## config.mk

```make
export PLATFORM = sky130hd
export DESIGN_NAME = ifetch_queue
export DESIGN_NICKNAME = d
export VERILOG_FILES = /design/src/rtl/ifetch_queue.sv
export SDC_FILE = /design/constraint.sdc
export NUM_CORES = 1
export LEC_CHECK = 0
export CAP_MARGIN = 20
export CORE_UTILIZATION = 50
export CTS_CLUSTER_DIAMETER = 200
export CTS_CLUSTER_SIZE = 16
export DETAILED_ROUTE_END_ITERATION = 8
export PLACE_DENSITY = 0.85
export SLEW_MARGIN = 10
export SYNTH_ARGS = -nofsm -noshare
export SYNTH_HDL_FRONTEND = slang
export SYNTH_SLANG_ARGS = --single-unit
```

## constraint.sdc

```tcl
create_clock -name CLK -period 2.5 [get_ports CLK]
set_clock_uncertainty 0.2 [all_clocks]
set_input_delay 0.375 -clock CLK [delete_from_list [all_inputs] [get_ports CLK]]
set_output_delay 0.375 -clock CLK [all_outputs]
set_load 0.01 [all_outputs]
```

## src/rtl/ifetch_queue.sv

```systemverilog
// ifetch_queue -- instruction prefetch queue between fetch and decode.
//
// Captures each word returned by instruction memory together with its PC in a
// show-ahead circular FIFO and presents the head entry to decode with zero
// read latency. Produces the fetch PC-advance enable. A flush (redirect)
// empties the queue; enqueueing HALT_WORD stops further prefetch until flushed.
//
// Ports:
//   CLK, nRST            clock (rising edge), asynchronous active-low reset
//   ihit                 imem returns a valid word this cycle
//   imemload, imemaddr   returned word and its PC
//   flush                redirect: discard all prefetched work
//   deq                  decode consumes the head entry
//   pcen                 fetch PC advance / redirect-load enable
//   valid_out            head entry valid
//   instr_out, pc_out    head instruction and its PC
//   npc_out              pc_out + 4 (mod 2^32)
//   full, empty, count   occupancy status
//   halted               HALT_WORD enqueued; prefetch stopped
module ifetch_queue #(
  parameter int          DEPTH     = 4,
  parameter logic [31:0] HALT_WORD = 32'hFFFFFFFF
) (
  input  logic                       CLK,
  input  logic                       nRST,
  input  logic                       ihit,
  input  logic [31:0]                imemload,
  input  logic [31:0]                imemaddr,
  input  logic                       flush,
  input  logic                       deq,
  output logic                       pcen,
  output logic                       valid_out,
  output logic [31:0]                instr_out,
  output logic [31:0]                pc_out,
  output logic [31:0]                npc_out,
  output logic                       full,
  output logic                       empty,
  output logic [$clog2(DEPTH):0]     count,
  output logic                       halted
);

  localparam int PW = $clog2(DEPTH);
  localparam int CW = PW + 1;

  logic [31:0]   instr_mem [DEPTH];
  logic [31:0]   pc_mem    [DEPTH];

  logic [PW-1:0] head_reg, head_next;
  logic [PW-1:0] tail_reg, tail_next;
  logic [CW-1:0] count_reg, count_next;
  logic          halted_reg, halted_next;

  logic          enq;
  logic          deq_eff;

  assign full  = (count_reg == CW'(DEPTH));
  assign empty = (count_reg == '0);

  // flush wins over both sides of the queue in the same cycle.
  assign enq     = ihit & ~full & ~halted_reg & ~flush;
  assign deq_eff = deq & ~empty & ~flush;

  assign pcen = flush | enq;

  always_comb begin
    head_next   = head_reg;
    tail_next   = tail_reg;
    count_next  = count_reg;
    halted_next = halted_reg;
    if (flush) begin
      head_next   = '0;
      tail_next   = '0;
      count_next  = '0;
      halted_next = 1'b0;
    end else begin
      // Pointer wrap is implicit in the power-of-two width.
      if (enq)     tail_next = tail_reg + PW'(1);
      if (deq_eff) head_next = head_reg + PW'(1);
      case ({enq, deq_eff})
        2'b10:   count_next = count_reg + CW'(1);
        2'b01:   count_next = count_reg - CW'(1);
        default: count_next = count_reg;
      endcase
      if (enq && (imemload == HALT_WORD)) halted_next = 1'b1;
    end
  end

  always_ff @(posedge CLK or negedge nRST) begin
    if (!nRST) begin
      head_reg   <= '0;
      tail_reg   <= '0;
      count_reg  <= '0;
      halted_reg <= 1'b0;
    end else begin
      head_reg   <= head_next;
      tail_reg   <= tail_next;
      count_reg  <= count_next;
      halted_reg <= halted_next;
    end
  end

  // Storage is cleared on reset so the head reads as zero afterwards.
  always_ff @(posedge CLK or negedge nRST) begin
    if (!nRST) begin
      for (int i = 0; i < DEPTH; i++) begin
        instr_mem[i] <= '0;
        pc_mem[i]    <= '0;
      end
    end else if (enq) begin
      instr_mem[tail_reg] <= imemload;
      pc_mem[tail_reg]    <= imemaddr;
    end
  end

  // Show-ahead read: head entry straight from registered storage, no bypass.
  assign instr_out = instr_mem[head_reg];
  assign pc_out    = pc_mem[head_reg];
  assign npc_out   = pc_out + 32'd4;
  assign valid_out = ~empty;
  assign count     = count_reg;
  assign halted    = halted_reg;

endmodule
```

### Word level (Yosys, flattened, before mapping)

Index checks and enable logic that the tools add are counted.

| cells by class | value |
|---|---|
| $add $sub $neg | 5 |
| $lt $le $gt $ge | 3 |
| equal/unequal tests | 4 |
| mux-type cells | 18 |
| bitwise operators | 12 |
| reductions and logical operators | 7 |

Operator list:

| operator | number |
|---|---|
| $bwmux W128 | 2 |
| $mux W32 | 5 |
| $bmux W32 S2 | 2 |
| $demux W32 S2 | 1 |
| $add A32 B3 Y32 const B | 1 |
| $eq A32 B32 Y1 const B | 1 |
| $mux W2 | 4 |
| $ge A3 B3 Y1 const B | 2 |
| $not A2 Y3 | 2 |
| $pmux W3 S2 | 1 |
| $reduce_bool A2 Y1 | 3 |
| $and A1 B1 Y1 | 5 |
| $add A2 B1 Y2 const B | 2 |
| $not A1 Y1 | 4 |
| $add A3 B1 Y3 const B | 1 |
| $eq A3 B3 Y1 const B | 1 |
| $logic_not A3 Y1 | 1 |
| $lt A3 B1 Y1 const B | 1 |
| $mux W3 | 1 |
| $reduce_bool A3 Y1 | 1 |
| $sub A3 B1 Y3 const B | 1 |
| $eq A2 B1 Y1 const B | 1 |
| $eq A2 B2 Y1 const B | 1 |
| $logic_and A1 B1 Y1 | 2 |
| 2 further kinds | 3 |

| word-level totals | value |
|---|---|
| flip-flop bits (word level) | 264 |
| bits of input ports | 69 |
| output and inout port bits | 104 |
| word-level logic and storage cells | 61 |

### Logic depth before layout (Yosys ltp)

| depth | value |
|---|---|
| depth after elaboration | 8 |
| depth in mapped cells | 9 |
| mapped depth without buffers | 9 |

### Least setup slack after synthesis

No wires, ideal clock.

| timing | value |
|---|---|
| kind | register -> output |
| start point | register head_reg[0] |
| end point | output npc_out[12] |
| arrival | 2.228 ns |
| required time | 1.925 ns |
| slack | -0.303 ns |
| stages on the path, launching flop included | 9 |
| buffers on the path | 2 |
| path through | dfrtp_1 -> buf_4 -> buf_8 -> mux4_1 -> ha_1 -> and3_4 -> and2_1 -> and3_1 -> xor2_1 |

| between the ends | value |
|---|---|
| longest elaborated chain between the ends | 5 |

RTL lines:

| item | RTL line | source |
|---|---|---|
| start, declared | 48 | `logic [PW-1:0] head_reg, head_next;` |
| start signal, assigned | 95 | `head_reg <= head_next;` |
| $not A2 Y3 (not written as such) | 117 | `assign pc_out = pc_mem[head_reg];` |
| $bmux W32 S2 | 117 |  |
| $mux W32 (not written as such) (2 in series) | 117 |  |
| net pc_out[3] | 34 | `output logic [31:0] pc_out,` |
| $add A32 B3 Y32 | 118 | `assign npc_out = pc_out + 32'd4;` |
| end, declared | 35 | `output logic [31:0] npc_out,` |

The timed path passes the listed nets, and every way through them passes these cells. The select of a mux whose other input is x is not followed.

### Worst setup path in the final report

| timing | value |
|---|---|
| start point | register head_reg[0] |
| end point | output npc_out[24] |

| between the ends | value |
|---|---|
| longest elaborated chain between the ends | 5 |

RTL lines:

| item | RTL line |
|---|---|
| $not A2 Y3 (not written as such) | 117 |
| $bmux W32 S2 | 117 |
| $mux W32 (not written as such) (2 in series) | 117 |
| $add A32 B3 Y32 | 118 |

No other way between the ends. The select of a mux whose other input is x is not followed.

==> flow_summary_export.csv <==
group,metric,value,unit
run_status,run_status,"finished, violations left",
run_status,violations,"setup timing",
clocking,cts_made_buffers,20,
placement,dp_slack,-739.8,ps
synth,synth_commonest_cells,"dfrtp_1 (264), mux2_2 (256), mux4_2 (63)",
timing,relSlewSlack,0.7109,
pwr,power.density,1298,mW/mm^2
critical_path,required,1920,ps
global_routing,grt-ovfl-total,0,
critical_path,cpMostUsedCell,"buf_6",
clocking,clock_latency,500,ps
routing,drt_first_pass_iters,4,
clocking,cts_tree,"done",
synth,synth_cell_type_count,41,
die,die_area,0.02499,sq mm
die,dieWidth,158.1,um
clocking,clock-sinks,264,
synth,synthCells,767,
routing,drc,0,
critical_path,slowest_delay,560,ps
critical_path,crit_type,"flip-flop to primary output",
synth,ys.flop_type,"dfrtp_1",
critical_path,end_kind,"primary output",
timing,fin_crit,3331,ps
synth,yosys-top-cells-area,"dfrtp_1 (54%), mux2_2 (24%), mux4_2 (12%), buf_2 (1.4%), xor2_1 (1.4%)",
synth,syn_nets,842,
global_routing,met2_usage,0.4211,
synth,synth_area,0.01218,sq mm
final_layout,nets,1136,
synth,synth_seq_cells,264,
clocking,clkTransAtPathRegs,70,ps
global_routing,grt_usage,0.2392,
final_layout,nFillCells,1576,
critical_path,critPathLaunchType,"flip-flop",
critical_path,crit_path_max_fanout,8,
pwr,p_leak,7.266,nW
placement,place.port_buffers,172,
global_routing,grt_util_met3,0.04106,
critical_path,critPathBufInv,4,
die,core,0.02368,sq mm
job,maxCapViolCount,0,
synth,synth_top_area_share,0.5423,
critical_path,cp.depth,9,
routing,drtAntennaViolNets,0,
critical_path,cpLargestDelayFamily,"buffers and inverters",
synth,synth_seq_area_share,0.5423,
clocking,cts_buffer_depth,3,
synth,synth_area_leader_cell,"dfrtp_1",
timing,finalWorstSetupSlack,-830.8,ps
final_layout,area_growth,35.31,%
clocking,h-tree-depth,1,
synth,avgSynthCellArea,15.88,sq um
global_routing,antenna_found_initial,1,
critical_path,reg2reg_depth,7,
final_layout,final_layout_size_suffix_gt1_frac,0.5767,
pwr,power.total,21.40,mW
routing,wire_per_inst,21.02,um
synth,yosys_warnings,0,
global_routing,grt_pass1_wl,46.06,mm
critical_path,worstPathArrival,2760,ps
placement,dp_hpwl,19.03,mm
routing,vias,7738,
die,initial_utilization,0.5144,
routing,drt-initial-drc-count,388,
timing,setup_viol,95,
routing,drt-total-wl,29.05,mm
routing,avgViaCountPerCell,5.599,
clocking,cts-root-buf,"clkbuf_16",
global_routing,gr-max-usage-layer,"met2",
timing,slew_violations,0,
synth,synth_edf_count,0,
die,io_pins,173,
timing,final_hold_viol_count,0,
final_layout,fin_util,0.6961,
global_routing,grt_pass1_vias,8438,
critical_path,path_cells,"buf_12 > mux4_2 > and4_4 > buf_6 > nand3_4 > buf_6 > nor3_4 > xor2_1 > buf_2",
timing,rsz0062_at_grt,"true",
die,rows,56,
placement,finalWeightedCongestion,0.7726,
die,die_h,158.1,um
timing,post-route-period-util,1.332,
global_routing,grt_max_degree,63,
critical_path,cp_slowest_cell,"dfrtp_4",
final_layout,num_antenna_cells,0,
synth,async_reset_ff_frac,1.000,
global_routing,use_met1,0.3094,
pwr,peakVddDrop,0.0006903,V
timing,timing.fmax,300.2,MHz
timing,worst_slew_pin_slew,433.7,ps
worst_hold_path,hp-class,"input port to async pin",
synth,yosysMostFrequentCell,"dfrtp_1",
## worst reg2reg max path, stage by stage, from the launching register on
cell and delay [ps]:
dfrtp_1 380, or3b_4 260, nand3_2 90, buf_4 170, nor3b_2 250, buf_4 200, buf_12 180, mux2_2 380
## placed cells by master (no fill, tap or decap), drive strengths merged, types with 2 or more instances in the layout
cell type / count
inv: 11
mux2: 256
a21oi: 3
nor2: 11
dfrtp: 264
and3: 6
dlygate4sd2: 18
xnor2: 14
buf: 215
mux4: 64
clkdlybuf4s50: 82
nor3: 8
nor3b: 4
nor4: 5
clkbuf: 24
and4: 6
ha: 5
nand4: 10
nand3: 13
xor2: 20
dlymetal6s2s: 2
and2: 3
nand2: 11
## stage by stage
step / TNS [ps] / std cells / hold slack [ps] / instance area (sq um)
6_report: -37800 / 1382 / 168.3 / 16480
5_1_grt: -45750 / 1382 / 201.0 / 16480
4_1_cts: -41140 / 1372 / 187.0 / 16230
3_5_place_dp: -20820 / 1311 / 128.6 / 15150
3_3_place_gp: -19320 / 1311 / 124.8 / 15150
2_1_floorplan: -270.6 / 767 / -120.6 / 12250
## cells by family after synthesis
family | Yosys count | synth area share
compound gates | 5 | 0.002568
xor+xnor | 34 | 0.02444
fa+ha+maj | 6 | 0.006778
buf+inv | 57 | 0.02526
flops | 264 | 0.5423
mux | 321 | 0.3561
simple gates | 80 | 0.04262
## cell type report
type	count	area, sq um	share of cell area
Sequential cell	264	6614	0.4012
Clock inverter	1	8.758	0.0005313
Multi-Input combinational cell	446	5553	0.3368
Inverter	10	37.54	0.002277
Tap cell	319	399.1	0.02421
Clock buffer	23	533.0	0.03233
Timing Repair Buffer	319	3339	0.2026
## metal layers
metal,vias to the layer above,wire [um]
met5,-,12
met1,4068,12030
met3,38,1601
li1,3420,-
met2,210,14930
met4,2,473
## report_power, final
part           switching [mW]  internal (mW)  leakage (nW)
clock                    1.43           1.50         0.266
sequential               1.04           6.19          3.32
combinational            4.42           6.82          3.68
## timing repair
| action | 4_1_cts | 5_1_grt |
|---|---|---|
| hold buffers | 1 | 0 |
| gates resized for setup | 404 | 80 |
| pin swaps | 29 | 34 |
| cloned | 2 | 0 |
| hold endpoints to repair | 99 | 0 |
| setup endpoints to repair | 100 | 97 |
| buffers inserted | 36 | 28 |
## worst paths after layout
path,slack (ps),end,start
setup / recovery,-830,npc_out[24],head_reg[0]$_DFFE_PN0P_
hold / removal,170,pc_mem[105]$_DFFE_PN0P_,nRST
setup reg to reg,280,pc_mem[77]$_DFFE_PN0P_,count[2]$_DFFE_PN0P_
hold reg to reg,300,instr_mem[29]$_DFFE_PN0P_,instr_mem[29]$_DFFE_PN0P_
max in group asynchronous,1200,instr_mem[56]$_DFFE_PN0P_,nRST
min in group CLK,300,instr_mem[29]$_DFFE_PN0P_,instr_mem[29]$_DFFE_PN0P_
Note: power is estimated with default switching activity, not from simulation.
